## src/rtl/distance_monitor_pkg.sv

```systemverilog
// Shared types and default constants for the ultrasonic distance path.
// Imported by the monitor, its sensor interface and the median filter.
package ultrasonic_pkg;

  typedef logic [7:0] dist_t;

  typedef enum logic [2:0] {
    IDLE   = 3'd0,
    TRIG   = 3'd1,
    WAIT   = 3'd2,
    SAMPLE = 3'd3,
    FILTER = 3'd4
  } dm_state_t;

  localparam int unsigned DEF_PERIOD_CYCLES = 32'd3_000_000;
  localparam int unsigned DEF_NEAR_CM       = 32'd20;
  localparam int unsigned DEF_HYST_CM       = 32'd5;

endpackage

```

## src/rtl/distance_monitor_if.sv

```systemverilog
// Link between distance_monitor (master) and sensor_driver (slave):
// the start pulse going out and the measured distance coming back.
interface distance_monitor_if;
  import ultrasonic_pkg::*;

  logic  measure;
  dist_t distance_in;

  modport master (output measure, input distance_in);
  modport slave  (input measure, output distance_in);

endinterface

```

## src/rtl/distance_monitor_median3.sv

```systemverilog
// Combinational median of three unsigned distances.
module median3
  import ultrasonic_pkg::*;
(
  input  dist_t a,
  input  dist_t b,
  input  dist_t c,
  output dist_t med
);

  dist_t lo_ab_s;
  dist_t hi_ab_s;
  dist_t hi_c_s;

  // median = max(min(a,b), min(max(a,b),c))
  always_comb begin
    lo_ab_s = (a < b) ? a : b;
    hi_ab_s = (a < b) ? b : a;
    hi_c_s  = (hi_ab_s < c) ? hi_ab_s : c;
    med     = (lo_ab_s < hi_c_s) ? hi_c_s : lo_ab_s;
  end

endmodule

```

## src/rtl/distance_monitor.sv

```systemverilog
// Schedules periodic sensor measurements, median-of-3 filters the results
// and drives a hysteretic proximity flag.
module distance_monitor
  import ultrasonic_pkg::*;
#(
  parameter int unsigned PERIOD_CYCLES = DEF_PERIOD_CYCLES,
  parameter int unsigned NEAR_CM       = DEF_NEAR_CM,
  parameter int unsigned HYST_CM       = DEF_HYST_CM
) (
  input  logic                      clk,
  input  logic                      rst,
  input  logic                      enable,
  distance_monitor_if.master        sif,
  output dist_t                     filtered_distance,
  output logic                      sample_valid,
  output logic                      too_close,
  output logic [1:0]                sample_count
);

  localparam int unsigned      CNT_W    = (PERIOD_CYCLES > 32'd1) ? $clog2(PERIOD_CYCLES) : 32'd1;
  localparam logic [CNT_W-1:0] CNT_LAST = CNT_W'(PERIOD_CYCLES - 32'd1);
  localparam dist_t            NEAR_T   = 8'(NEAR_CM);
  localparam logic [8:0]       FAR_T    = 9'(NEAR_CM + HYST_CM);

  dm_state_t        state_q, state_d;
  logic [CNT_W-1:0] counter_q, counter_d;
  logic             measure_q, measure_d;
  dist_t            filt_q, filt_d;
  logic             valid_q, valid_d;
  logic             tc_q, tc_d;
  logic [1:0]       count_q, count_d;
  dist_t            h0_q, h0_d, h1_q, h1_d, h2_q, h2_d;

  logic [1:0]       count_inc_s;
  dist_t            med_s;
  dist_t            result_s;

  // The filter runs on the post-shift history during SAMPLE so that the new
  // result, flag and count become visible together with sample_valid.
  median3 u_median3 (
    .a   (sif.distance_in),
    .b   (h0_q),
    .c   (h1_q),
    .med (med_s)
  );

  // Saturating history count and pass-through/median selection
  always_comb begin
    count_inc_s = (count_q == 2'd3) ? 2'd3 : (count_q + 2'd1);
    result_s    = (count_inc_s == 2'd3) ? med_s : sif.distance_in;
  end

  // Next-state and datapath logic for the measurement scheduler
  always_comb begin
    state_d   = state_q;
    counter_d = counter_q;
    filt_d    = filt_q;
    valid_d   = 1'b0;
    tc_d      = tc_q;
    count_d   = count_q;
    h0_d      = h0_q;
    h1_d      = h1_q;
    h2_d      = h2_q;
    case (state_q)
      IDLE: begin
        if (enable) state_d = TRIG;
        else        state_d = IDLE;
      end
      TRIG: begin
        counter_d = '0;
        state_d   = WAIT;
      end
      WAIT: begin
        counter_d = counter_q + CNT_W'(1);
        if (counter_q == CNT_LAST) state_d = SAMPLE;
        else                       state_d = WAIT;
      end
      SAMPLE: begin
        h2_d    = h1_q;
        h1_d    = h0_q;
        h0_d    = sif.distance_in;
        count_d = count_inc_s;
        filt_d  = result_s;
        valid_d = 1'b1;
        if (!tc_q && (result_s < NEAR_T))                 tc_d = 1'b1;
        else if (tc_q && ({1'b0, result_s} >= FAR_T))     tc_d = 1'b0;
        else                                              tc_d = tc_q;
        state_d = FILTER;
      end
      FILTER: begin
        if (enable) state_d = TRIG;
        else        state_d = IDLE;
      end
      default: begin
        state_d = IDLE;
      end
    endcase
    measure_d = (state_d == TRIG);
  end

  // State and output registers
  always_ff @(posedge clk or posedge rst) begin
    if (rst) begin
      state_q   <= IDLE;
      counter_q <= '0;
      measure_q <= 1'b0;
      filt_q    <= 8'd0;
      valid_q   <= 1'b0;
      tc_q      <= 1'b0;
      count_q   <= 2'd0;
      h0_q      <= 8'd0;
      h1_q      <= 8'd0;
      h2_q      <= 8'd0;
    end else begin
      state_q   <= state_d;
      counter_q <= counter_d;
      measure_q <= measure_d;
      filt_q    <= filt_d;
      valid_q   <= valid_d;
      tc_q      <= tc_d;
      count_q   <= count_d;
      h0_q      <= h0_d;
      h1_q      <= h1_d;
      h2_q      <= h2_d;
    end
  end

  assign sif.measure       = measure_q;
  assign filtered_distance = filt_q;
  assign sample_valid      = valid_q;
  assign too_close         = tc_q;
  assign sample_count      = count_q;

endmodule
```

## src/flat_wrapper.sv

```systemverilog
// flat-port wrapper written by rule: the top's interface ports become plain ports
module distance_monitor_flat import ultrasonic_pkg::*;
#(
  parameter int unsigned PERIOD_CYCLES = DEF_PERIOD_CYCLES,
  parameter int unsigned NEAR_CM       = DEF_NEAR_CM,
  parameter int unsigned HYST_CM       = DEF_HYST_CM
)
  (clk, rst, enable, filtered_distance, sample_valid, too_close, sample_count, sif_measure, sif_distance_in);
  distance_monitor_if sif_i ();
  input  logic clk;
  input  logic rst;
  input  logic enable;
  output dist_t filtered_distance;
  output logic sample_valid;
  output logic too_close;
  output logic [1:0] sample_count;
  output wire logic [$bits(sif_i.measure)-1:0] sif_measure;
  input wire logic [$bits(sif_i.distance_in)-1:0] sif_distance_in;
  assign sif_measure = sif_i.measure;
  assign sif_i.distance_in = sif_distance_in;
  distance_monitor #(.PERIOD_CYCLES(PERIOD_CYCLES), .NEAR_CM(NEAR_CM), .HYST_CM(HYST_CM)) u_core (.clk(clk), .rst(rst), .enable(enable), .sif(sif_i), .filtered_distance(filtered_distance), .sample_valid(sample_valid), .too_close(too_close), .sample_count(sample_count));
endmodule
```

## config.mk

```make
export PLATFORM = sky130hd
export DESIGN_NAME = distance_monitor_flat
export DESIGN_NICKNAME = d
export VERILOG_FILES = /design/src/rtl/distance_monitor_pkg.sv /design/src/rtl/distance_monitor_if.sv /design/src/rtl/distance_monitor_median3.sv /design/src/rtl/distance_monitor.sv /design/src/flat_wrapper.sv
export SDC_FILE = /design/constraint.sdc
export NUM_CORES = 1
export LEC_CHECK = 0
export ABC_AREA = 1
export CAP_MARGIN = 10
export CORE_MARGIN = 2
export CORE_UTILIZATION = 25
export DETAILED_ROUTE_END_ITERATION = 10
export GPL_TIMING_DRIVEN = 0
export PLACE_DENSITY_LB_ADDON = 0.1
export SYNTH_ARGS = -nofsm -noshare
export SYNTH_HDL_FRONTEND = slang
export SYNTH_SLANG_ARGS = --single-unit
```

## constraint.sdc

```tcl
create_clock -name clk -period 4.5 [get_ports clk]
set_input_delay 0.9 -clock clk [delete_from_list [all_inputs] [get_ports clk]]
set_output_delay 0.9 -clock clk [all_outputs]
set_load 0.02 [all_outputs]
```

# --- Word level (Yosys, flattened, before mapping) ---
# Cells that the tools add are included.
word_totals:
  mem_bits_ro: 0
  n_memories: 0
  input_bits: 11
  word_cells: 45
  out_inout_bits: 13
  mem_bits_rw: 0
  register_bits: 54
  latch_bits: 0
op_classes:
  eq_ne: 8
  multipliers: 0
  shift: 0
  div_mod_pow: 0
  n_bitwise: 0
  n_reduce_logical: 8
  n_addsub: 2
  magnitude_cmp: 5
  mux: 13
ops:
  columns: ["operator", "n"]
  rows:
  - ["22-bit case mux with 2 select lines", 1]
  - ["8-bit two-way mux", 5]
  - ["8-bit less-than comparator", 3]
  - ["22-bit by 1-bit adder with 22-bit output, second input constant", 1]
  - ["22-bit == test, second input constant", 1]
  - ["3-bit case mux with 4 select lines", 1]
  - ["8-bit by 5-bit greater-or-equal comparator with 1-bit output, second input constant", 1]
  - ["8-bit by 5-bit less-than comparator with 1-bit output, second input constant", 1]
  - ["3-bit by 1-bit == test with 1-bit output, second input constant", 2]
  - ["3-bit by 2-bit == test with 1-bit output, second input constant", 2]
  - ["1-bit two-way mux", 5]
  - ["2-bit == test, second input constant", 2]
  - ["2-bit nonzero test", 2]
  - ["3-bit == test, second input constant", 1]
  - ["3-bit logical NOT", 1]
  - ["2-bit by 1-bit adder with 2-bit output, second input constant", 1]
  - ["1-bit logical AND", 2]
  - ["2-bit two-way mux", 1]
  - ["2-bit AND reduction", 1]
  - ["2-bit OR reduction", 1]
  - ["1-bit logical NOT", 1]

# --- Longest topological paths before layout ---
# Gate-level depths: netlist of run 1.
logic_depth:
  word_depth: 11
  mapped_depth: 39
  mapped_depth_nobuf: 37

# --- Cells and area by module ---
# From an unflattened synthesis of run 1, not the netlist that was laid out.
unflattened:
  hier_cells: 543
  hier_area_um2: 3738.6
by_module_without_submodules:
  columns: ["mod", "area_each_um2", "seq_area_each_um2", "cells_per_inst", "instances"]
  rows:
  - ["distance_monitor", 2786.4, 1326.3, 367, 1]
  - ["median3", 952.2, 0.0, 176, 1]

# --- Least setup slack after synthesis of run 1 ---
# Ideal clock, no wire load.
synth_timing:
  path_kind: "in2reg"
  start: "input sif_distance_in[7]"
  end: "register u_core.tc_q (netlist: u_core.too_close)"
  t_required_ns: 4.384
  n_path_buf: 4
  arrival_time_ns: 4.679
  stages: 29
  setup_slack_ns: -0.295
  setup_ns: 0.116
  cell_sequence: "ha_1 -> nand2_1 -> o21a_1 -> nand2_2 -> clkbuf_1 -> buf_2 -> nand2_1 -> o21ai_0 -> ha_1 -> a21oi_1 -> nor2_1 -> a211oi_1 -> nand2_2 -> buf_2 -> o21ai_0 -> ha_1 -> a21oi_1 -> nor2_1 -> a211oi_2 -> nand2_2 -> buf_6 -> nand2_1 -> nand3_1 -> nand2_1 -> nor2_1 -> nand2_1 -> nand3_1 -> nand2_1 -> nand2_1"
synth_between:
  elab_chain_cells: 11
  elab_cells_between_ends: 15
  classes_between: "5 x order compare; 6 x mux; 4 x reduce/logical"
synth_lines:
  columns: ["item", "line", "text"]
  rows:
  - ["start: declaration", "flat_wrapper.sv:18", "input wire logic [$bits(sif_i.distance_in)-1:0] sif_distance_in;"]
  - ["8-bit less-than comparator", "distance_monitor_median3.sv:17, distance_monitor_median3.sv:18", null]
  - ["8-bit two-way mux", "distance_monitor_median3.sv:18", "hi_ab_s = (a < b) ? b : a;"]
  - ["8-bit less-than comparator", "distance_monitor_median3.sv:19", "hi_c_s = (hi_ab_s < c) ? hi_ab_s : c;"]
  - ["8-bit two-way mux", "distance_monitor_median3.sv:19", null]
  - ["8-bit less-than comparator", "distance_monitor_median3.sv:20", "med = (lo_ab_s < hi_c_s) ? hi_c_s : lo_ab_s;"]
  - ["8-bit two-way mux", "distance_monitor_median3.sv:20", null]
  - ["8-bit two-way mux *", "distance_monitor.sv:50", "result_s = (count_inc_s == 2'd3) ? med_s : sif.distance_in;"]
  - ["8-bit by 5-bit greater-or-equal comparator with 1-bit output or 8-bit by 5-bit less-than comparator with 1-bit output (tied branches)", "distance_monitor.sv:86, distance_monitor.sv:85", null]
  - ["1-bit logical AND (on tied branches)", "distance_monitor.sv:86, distance_monitor.sv:85", null]
  - ["2-bit nonzero test (no source line)", null, null]
  - ["2-bit AND reduction (no source line)", null, null]
  - ["end signal: assignment", "distance_monitor.sv:120", "tc_q <= tc_d;"]
  - ["end: declaration", "distance_monitor.sv:30", "logic tc_q, tc_d;"]
# Mark *: on every way between the ends. The rest lies on a longest branch, timed or not.
# A chain may end at the register's enable or synchronous reset.

# --- Final worst setup path of run 1 ---
layout_timing:
  start: "input sif_distance_in[5]"
  end: "register u_core.tc_q (netlist: u_core.too_close)"
# Same word-level chain as after synthesis.

==> summary.txt, run 1 <==
Routed WL = 9.71 mm
met3 usage = 2.73%
max_cap viols = 0
Clk pwr share = 43.0%
post-synthesis async set-or-reset flop share = 100%
Pre-Repair DR Iteration Count = 4
global-route wire length before repair = 16.2 mm
critical path's top delay family = compound AO/OA/AOI/OAI gates
critical path class = primary input to flop
worst-path cell with the longest stage delay = ha_4
most frequent cells in the layout = nand2_1, inv_1, dfrtp_1
worst skew pair latency = 0.31 ns
H-tree depth = 2
CP Launch Type = primary input
RSZ-0062 raised after global routing = true
clk_skew = 0.00628 ns
critical path fanouts, max = 8
Req. time, crit path = 4.74 ns
Power Dens Cells = 229 mW/mm2
met2 usage = 25.1%
CTS tree = done
Total Routing Usage GR = 14.5%
Hold Violations, Final = 0
area growth from synthesis to layout = 39.5%
IO Count = 24
Synth cell types = 35
Die Area = 0.0143 mm2
Clk pin slew, worst setup/hold paths = 0.08 ns
Critical Path End Type = flop
die width = 119 um
Worst IR Drop VDD = 0.129 mV
CP arrival = 4.72 ns
dominant synthesized flop cell = dfrtp_1
Int Pwr = 0.798 mW
CP startpoint = sif_distance_in[5]
syn_area_per_cell = 7.22 um2
total core area = 0.0131 mm2
static leakage = 1.98 nW
hold slack = 0.486 ns
DP Area = 0.00391 mm2
chip height = 119 um
gr ovfl total = 0
status = complete, no violations
post-route design area = 0.00465 mm2
delay of the slowest cell on the worst path = 0.23 ns
Initial DRC Count = 186
flops & latches, synth = 53
sw frac = 25.0%
Hold Crit Class = flop to flop
IO Port Bufs = 23
share of cells above drive strength 1 = 27.8%
n_diodes = 0
initial core utilization = 25.3%
commonest non-fill, non-tap cell in the layout = nand2_1
period utilization = 99.5%
Post-synth EDFFs = 0
DRC Markers = 0
Routed Antenna Nets = 0
row cnt = 42
Final Util = 35.4%
largest net degree at the start of global routing = 40
vias per inst = 4.64
WL/cell = 14.1 um
vias in the first global route = 3173
Slew HR = 26.8%
Slew Limit Fails = 0
min-delay src = u_core.counter_q[19]
Placer Congestion = 0.785
post-synth design cell area = 0.00333 mm2
Mapped Nets = 494
Seq. cell area = 0.00133 mm2
TritonCTS Sinks = 53
HPWL Detailed = 6.84 mm
setup violators final = 0
Buf/Inv on CP = 7
clock buffer depth = 2
post-synthesis sequential area ratio = 39.8%
GR peak layer = met2
register share of total power = 44.8%
reg2reg start = u_core.h0_q[5]
Synth Instances = 461
CTS Buf Count = 5
DR vias = 3200
CTS Root Cell = clkbuf_16
Final #Nets = 546
# fillers = 1400
Yosys warnings = 0
initial antenna violation count = 0
post-layout min period = 4.48 ns
Multi-input gate area = 0.00213 mm2
CTS Hold Buffers Added = 0
worst-margin pin slew = 1.09 ns
sw power = 0.266 mW
Max Clock Freq = 0.223 GHz
Logic pwr share = 12.3%
met1 Use GR = 18.1%
layer usage:
| layer | up-vias | part of all wire [%] |
|---|---|---|
| met5 | - | 0 |
| met2 | 62 | 49 |
| met4 | 0 | 2.4 |
| li1 | 1611 | - |
| met3 | 20 | 2.9 |
| met1 | 1507 | 46 |
synthesized netlist by cell type (2+ instances only):
master | number | area, um2
a21oi_1 | 24 | 120
nand3_1 | 17 | 85.1
ha_1 | 22 | 275
o21ai_1 | 15 | 75.1
dfrtp_1 | 53 | 1330
a31oi_1 | 3 | 18.8
nor4_1 | 2 | 12.5
inv_1 | 57 | 214
inv_2 | 14 | 52.6
nand4_1 | 4 | 25.0
nor3_1 | 11 | 55.1
o211ai_1 | 2 | 15.0
buf_2 | 2 | 10.0
nor2_1 | 41 | 154
o21a_1 | 2 | 15.0
o21ai_0 | 44 | 220
clkbuf_1 | 9 | 33.8
o22ai_1 | 4 | 25.0
nand2_2 | 6 | 37.5
nand2_1 | 114 | 428
layout make-up:
cell class / instances / area share, %
clock inverter: 2 / 0.835
clock buffer: 6 / 2.77
timing repair buffer: 46 / 9.67
tap: 176 / 4.74
buffer: 12 / 1.72
multi-input combinational: 323 / 45.8
sequential: 53 / 28.5
inverter: 72 / 5.93
cells by family after synthesis:
| kind of cell | synth area share, % |
|---|---|
| buffers and inverters | 9.96 |
| flip-flops | 39.8 |
| adder cells (fa/ha/maj) | 8.27 |
| AO/OA/AOI/OAI | 17.2 |
| AND/OR/NAND/NOR | 24.7 |
stage by stage:
stage | setup slack, ns | cells | power [mW] | setup TNS (ns)
after floorplan | 0.00877 | 461 | 0.542 | 0
after global placement | -1.29 | 660 | 0.572 | -9.86
after detailed placement | -1.33 | 661 | 0.575 | -10.22
after CTS | 0.00388 | 684 | 1.05 | 0
after global routing | -0.187 | 690 | 1.11 | -0.473
final | 0.0207 | 690 | 1.06 | 0
final timing paths:
path	cells after the start	end	slack (ns)
setup reg to reg	29	u_core.too_close	0.09
min in group asynchronous	2	u_core.counter_q[19]	0.88
max in group asynchronous	3	u_core.h1_q[3]	3.07
hold / removal	1	u_core.counter_q[19]	0.49
setup / recovery	29	u_core.too_close	0.02
hold reg to reg	1	u_core.counter_q[19]	0.49
power by group through the flow:
stage / sequential [mW] / clock, mW / combinational, mW
floorplan: 0.486 / 0 / 0.0561
global placement: 0.486 / 0 / 0.0863
detailed placement: 0.486 / 0 / 0.0892
CTS: 0.476 / 0.471 / 0.103
global route: 0.476 / 0.487 / 0.146
finish: 0.476 / 0.457 / 0.130
flip-flops by register name, summed over array words and instances, names as in the netlist:
name                      cells
u_core.h1_q                   8
u_core.state_q                3
u_core.sample_count           2
u_core.sif.measure            1
u_core.filtered_distance      8
u_core.too_close              1
u_core.h0_q                   8
u_core.counter_q             22
repair_timing:
| item | in CTS | in global routing |
|---|---|---|
| setup endpoints to repair | 9 | 9 |
| pin swaps | 26 | 32 |
| hold endpoints to repair | 0 | 0 |
| setup buffers | 13 | 7 |
| gates resized for setup | 66 | 81 |
| cloned | 2 | 0 |
No activity file was read; power rests on OpenSTA's default activity.
==> inputs of run 2 (changes only) <==
MAX_ROUTING_LAYER = met4   (was default)
==> summary.txt, run 2 (same netlist as run 1, synthesis figures left out) <==
Slew HR = 26.5% (-0.31 points)
clock buffer depth = 2 (unchanged)
post-route design area = 0.00465 mm2 (unchanged)
TritonCTS Sinks = 53 (unchanged)
post-layout min period = 4.47 ns (-0.00760 ns)
total core area = 0.0131 mm2 (unchanged)
Critical Path End Type = flop
reg2reg setup slack = 0.10 ns (about the same)
Die Area = 0.0143 mm2 (unchanged)
clk_skew = 0.00583 ns (-0.000450 ns)
Initial DRC Count = 175 (-5.9%)
R2R cell count = 29 (unchanged)
Req. time, crit path = 4.74 ns (about the same)
HPWL Detailed = 6.84 mm (unchanged)
area growth from synthesis to layout = 39.5% (unchanged)
CTS Buf Count = 5 (unchanged)
vias in the first global route = 3173 (unchanged)
Clk pwr share = 43.1% (about the same)
commonest non-fill, non-tap cell in the layout = nand2_1
most frequent cells in the layout = nand2_1, inv_1, dfrtp_1
static leakage = 1.98 nW (unchanged)
period utilization = 99.4% (-0.17 points)
largest net degree at the start of global routing = 40 (unchanged)
Logic pwr share = 12.2% (about the same)
delay of the slowest cell on the worst path = 0.23 ns (about the same)
worst skew pair latency = 0.30 ns (about the same)
initial core utilization = 25.3% (unchanged)
CP Launch Type = primary input
critical path fanouts, max = 8 (unchanged)
n_diodes = 0 (unchanged)
Final Util = 35.4% (unchanged)
die width = 119 um (unchanged)
pre-CTS setup slack = -1.33 ns (unchanged)
row cnt = 42 (unchanged)
vias per inst = 4.60 (-0.78%)
max reg flops = 22 (unchanged)
setup violators final = 0 (unchanged)
DP Area = 0.00391 mm2 (unchanged)
chip height = 119 um (unchanged)
Buf/Inv on CP = 7 (unchanged)
worst-margin pin slew = 1.09 ns (+0.00461 ns)
Int Pwr = 0.798 mW (about the same)
IO Count = 24 (unchanged)
Final #Nets = 546 (unchanged)
# fillers = 1400 (unchanged)
max_cap viols = 0 (unchanged)
Worst IR Drop VDD = 0.129 mV (+0.48%)
sw frac = 25.1% (+0.11 points)
initial antenna violation count = 0 (unchanged)
Placer Congestion = 0.796 (+1.4%)
Worst R2R End = u_core.too_close
WL/cell = 14.0 um (-0.32%)
CP startpoint = sif_distance_in[5]
RSZ-0062 raised after global routing = true
Power Dens Cells = 229 mW/mm2 (+0.15%)
final worst slack = 0.0283 ns (+0.00760 ns)
setup TNS = 0 ns (unchanged)
CTS tree = done
reg2reg start = u_core.h0_q[5]
crit path to = u_core.too_close
register share of total power = 44.7% (about the same)
DRC Markers = 0 (unchanged)
Stages on worst setup path = 29 (unchanged)
critical path's top delay family = compound AO/OA/AOI/OAI gates
Routed WL = 9.68 mm (-0.32%)
Routed Antenna Nets = 0 (unchanged)
share of cells above drive strength 1 = 27.8% (unchanged)
critical path class = primary input to flop
Hold Violations, Final = 0 (unchanged)
DR vias = 3175 (-0.78%)
H-tree depth = 2 (unchanged)
sw power = 0.268 mW (+0.57%)
Final Non-Filler Cells = 690 (unchanged)
CTS Root Cell = clkbuf_16
Clk pin slew, worst setup/hold paths = 0.08 ns (about the same)
Total Routing Usage GR = 14.9% (+0.41 points)
IO Port Bufs = 23 (unchanged)
Slew Limit Fails = 0 (unchanged)
placed insts = 661 (unchanged)
worst-path cell with the longest stage delay = ha_4
CP arrival = 4.72 ns (about the same)
gr ovfl total = 0 (unchanged)
Pre-Repair DR Iteration Count = 4 (unchanged)
Largest Register = u_core.counter_q
Hold Crit Class = flop to flop
status = complete, no violations
Max Clock Freq = 0.224 GHz (+0.17%)
global-route wire length before repair = 16.2 mm (about the same)
## run 2: layout make-up
cell class / instances / area (um2) / share of cell area (%)
clock buffer: 6 / 129 / 2.77
inverter: 72 / 275 / 5.93
tap: 176 / 220 / 4.74
buffer: 12 / 80.1 / 1.72
clock inverter: 2 / 38.8 / 0.835
sequential: 53 / 1330 / 28.5
timing repair buffer: 46 / 449 / 9.67
multi-input combinational: 323 / 2130 / 45.8
## run 2: worst register-to-register path: cells and delay by family, from the launching register on
| family | cells | cell delay, ns |
|---|---|---|
| AOI/OAI and AO/OA | 9 | 1.52 |
| and+or+nand+nor | 10 | 0.66 |
| buffers and inverters | 7 | 1.01 |
| DFF | 1 | 0.42 |
| adders and majority gates | 3 | 0.73 |
## run 2: per-layer routing
layer	share of wire, %	global-route usage, %
met1	46	18.3
met2	49	25.1
met3	2.5	2.49
met4	2.6	4.93
met5	0	-
## run 2: worst min path at each step
stage | startpoint | to | slack (ns) | depth (start not counted)
6_report | u_core.counter_q[19] | u_core.counter_q[19] | 0.49 | 1
5_1_grt | u_core.filtered_distance[6] | u_core.filtered_distance[6] | 0.51 | 2
4_1_cts | u_core.counter_q[19] | u_core.counter_q[19] | 0.48 | 1
3_5_place_dp | u_core.counter_q[19] | u_core.counter_q[19] | 0.47 | 1
3_3_place_gp | u_core.h0_q[3] | u_core.h1_q[3] | 0.46 | 2
2_1_floorplan | u_core.counter_q[19] | u_core.counter_q[19] | 0.43 | 1
## run 2: what timing repair did
action | 4_1_cts | 5_1_grt
pin swaps | 26 | 32
hold buffers | 0 | 0
endpoints found under the setup margin | 9 | 9
gates resized for setup | 66 | 81
endpoints found under the hold margin | 0 | 0
buffers inserted | 13 | 7
gates cloned | 2 | 0
## run 2: through the flow
step           hold slack (ns)  power (mW)
6_report                 0.486        1.07
5_1_grt                  0.508        1.11
4_1_cts                  0.483        1.05
3_5_place_dp             0.471       0.575
3_3_place_gp             0.465       0.572
2_1_floorplan            0.434       0.542
## run 2: power by group through the flow
stage	logic (mW)	clock network, mW	registers (mW)
after detailed placement	0.0892	0	0.486
after floorplan	0.0561	0	0.486
after global routing	0.146	0.487	0.476
after global placement	0.0863	0	0.486
final	0.130	0.459	0.476
after CTS	0.103	0.471	0.476
==> inputs of run 3 (changes only) <==
GPL_TIMING_DRIVEN = default   (was 0)
SLEW_MARGIN = 20   (was default)
==> summary.txt, run 3 (same netlist as run 1, synthesis figures left out) <==
DRC Markers = 0 (unchanged)
Clk pin slew, worst setup/hold paths = 0.08 ns (about the same)
Placer Congestion = 0.831 (+4.5%)
share of cells above drive strength 1 = 29.4% (+1.6 points)
WL/cell = 13.9 um (-1.3%)
CTS Hold Buffers Added = 0 (unchanged)
Slew Limit Fails = 0 (unchanged)
DP Area = 0.00417 mm2 (+6.8%)
Hold Violations, Final = 0 (unchanged)
die width = 119 um (unchanged)
vias per inst = 4.56 (-0.81%)
gr ovfl total = 0 (unchanged)
most frequent cells in the layout = nand2_1, buf_4, inv_1
max reg flops = 22 (unchanged)
commonest non-fill, non-tap cell in the layout = nand2_1
register share of total power = 47.0% (+2.3 points)
row cnt = 42 (unchanged)
period utilization = 97.6% (-1.8 points)
Seq. cell area = 0.00133 mm2 (unchanged)
total core area = 0.0131 mm2 (unchanged)
TritonCTS Sinks = 53 (unchanged)
Pre-Repair DR Iteration Count = 4 (unchanged)
Initial DRC Count = 175 (unchanged)
worst skew pair latency = 0.30 ns (about the same)
# fillers = 1423 (+1.6%)
critical path class = primary input to flop
H-tree depth = 2 (unchanged)
n_diodes = 0 (unchanged)
Largest Register = u_core.counter_q
initial antenna violation count = 0 (unchanged)
Slew HR = 59.5% (+33 points)
critical path fanouts, max = 7 (-1)
Routed Antenna Nets = 0 (unchanged)
clk_skew = 0.00681 ns (+0.000975 ns)
Total Routing Usage GR = 14.8% (-0.17 points)
setup violators final = 0 (unchanged)
CP Launch Type = primary input
Critical Path End Type = flop
Req. time, crit path = 4.70 ns (-0.04 ns)
largest net degree at the start of global routing = 43 (+7.5%)
Multi-input gate area = 0.00211 mm2 (-0.71%)
Routed WL = 9.92 mm (+2.5%)
CTS tree = done
HPWL Detailed = 7.14 mm (+4.3%)
area growth from synthesis to layout = 43.4%
CTS Root Cell = clkbuf_16
clock buffer depth = 2 (unchanged)
Int Pwr = 0.744 mW (-6.8%)
worst-margin pin slew = 0.606 ns (-0.488 ns)
DR vias = 3268 (+2.9%)
global-route wire length before repair = 16.2 mm (+0.43%)
final worst slack = 0.110 ns (+0.0818 ns)
Hold Crit Class = flop to flop
post-route design area = 0.00477 mm2 (+2.8%)
post-layout min period = 4.39 ns (-0.0818 ns)
IO Count = 24 (unchanged)
Power Dens Cells = 212 mW/mm2 (-7.5%)
CTS Buf Count = 5 (unchanged)
initial core utilization = 25.3% (unchanged)
IO Port Bufs = 23 (unchanged)
vias in the first global route = 3355 (+5.7%)
Max Clock Freq = 0.228 GHz (+1.9%)
Die Area = 0.0143 mm2 (unchanged)
sw frac = 26.5% (+1.4 points)
static leakage = 2.11 nW (+6.5%)
Final #Nets = 572 (+4.8%)
pre-CTS setup slack = -0.915 ns (+0.416 ns)
CP arrival = 4.59 ns (-0.13 ns)
Clk pwr share = 39.7% (-3.4 points)
Worst IR Drop VDD = 0.124 mV (-4.5%)
Logic pwr share = 13.3% (+1.1 points)
RSZ-0062 raised after global routing = true
sw power = 0.268 mW (+0.35%)
chip height = 119 um (unchanged)
Final Util = 36.3% (+0.98 points)
max_cap viols = 0 (unchanged)
status = complete, no violations
==> run 3: changes by cell type in the layout (fill, tap and decap cells not counted), moves of 3 or more <==
| cell | before | now |
|---|---|---|
| a21oi_2 | 8 | 3 |
| o21ai_1 | 10 | 15 |
| nand2_1 | 90 | 96 |
| o21ai_4 | 4 | 1 |
| o21ai_2 | 11 | 8 |
| ha_4 | 14 | 10 |
| nand2_2 | 25 | 17 |
| buf_12 | 5 | 0 |
| clkbuf_1 | 9 | 1 |
| buf_4 | 21 | 57 |
| ha_1 | 6 | 12 |
| nand2_4 | 5 | 9 |
| a21oi_1 | 14 | 18 |
==> run 3: final timing paths <==
path | cells after the start | slack (ns) | startpoint | end
setup reg to reg | 25 | 0.25 | u_core.h0_q[5] | u_core.filtered_distance[2]
hold reg to reg | 1 | 0.47 | u_core.counter_q[19] | u_core.counter_q[19]
max in group asynchronous | 3 | 2.72 | rst | u_core.h1_q[0]
hold / removal | 1 | 0.47 | u_core.counter_q[19] | u_core.counter_q[19]
setup / recovery | 25 | 0.11 | sif_distance_in[7] | u_core.filtered_distance[2]
min in group asynchronous | 2 | 0.97 | rst | u_core.h0_q[4]
==> run 3: power by group through the flow <==
stage	clock (mW)	combinational [mW]	sequential, mW
final	0.402	0.135	0.476
after global routing	0.435	0.150	0.476
after CTS	0.423	0.107	0.476
after detailed placement	0	0.102	0.486
after global placement	0	0.101	0.486
after floorplan	0	0.0561	0.486
==> run 3: final cells by class <==
cell class,instances,share of cell area (%)
Inverter,72,5.77
Timing Repair Buffer,81,14.6
Sequential cell,53,27.8
Tap cell,176,4.61
Multi-Input combinational cell,326,44.2
Clock inverter,2,0.288
Clock buffer,6,2.70
==> run 3: metrics by stage <==
stage,power (mW),setup TNS [ns],hold WS (ns),instances
3_3_place_gp,0.587,-7.56,0.456,695
5_1_grt,1.06,-0.141,0.515,716
6_report,1.01,0,0.471,716
3_5_place_dp,0.588,-7.59,0.462,695
4_1_cts,1.01,0,0.472,709
2_1_floorplan,0.542,0,0.434,461
==> run 3: critical path, cell delays in order <==
cell and delay, ns:
buf_6 0.10, ha_4 0.23, a21oi_4 0.15, o21a_4 0.21, nand2_8 0.10, nand2_4 0.06
o21ai_2 0.05, ha_1 0.30, a21oi_2 0.15, nor2_2 0.06, a211oi_4 0.32, nand2_4 0.17
o21ai_4 0.21, ha_4 0.23, a21oi_4 0.16, nor2_4 0.05, a211oi_4 0.34, nand2_4 0.13
nand2_2 0.08, nand3_2 0.07, nand2_2 0.10, nand2_2 0.05, buf_4 0.14, buf_4 0.12
o21a_1 0.09
==> run 3: metal layers <==
metal / vias to the layer above / share of wire (%) / global-route usage [%]
li1: 1658 / - / -
met1: 1555 / 42 / 16.3
met2: 41 / 53 / 27.0
met3: 14 / 2.4 / 2.54
met4: 0 / 1.9 / 4.63
met5: - / 0 / -
==> run 3: repair_timing <==
action / CTS / global route
pin swaps: 6 / 42
cloned: 2 / 2
gates resized for setup: 29 / 90
buffers inserted: 4 / 5
endpoints found under the setup margin: 9 / 9
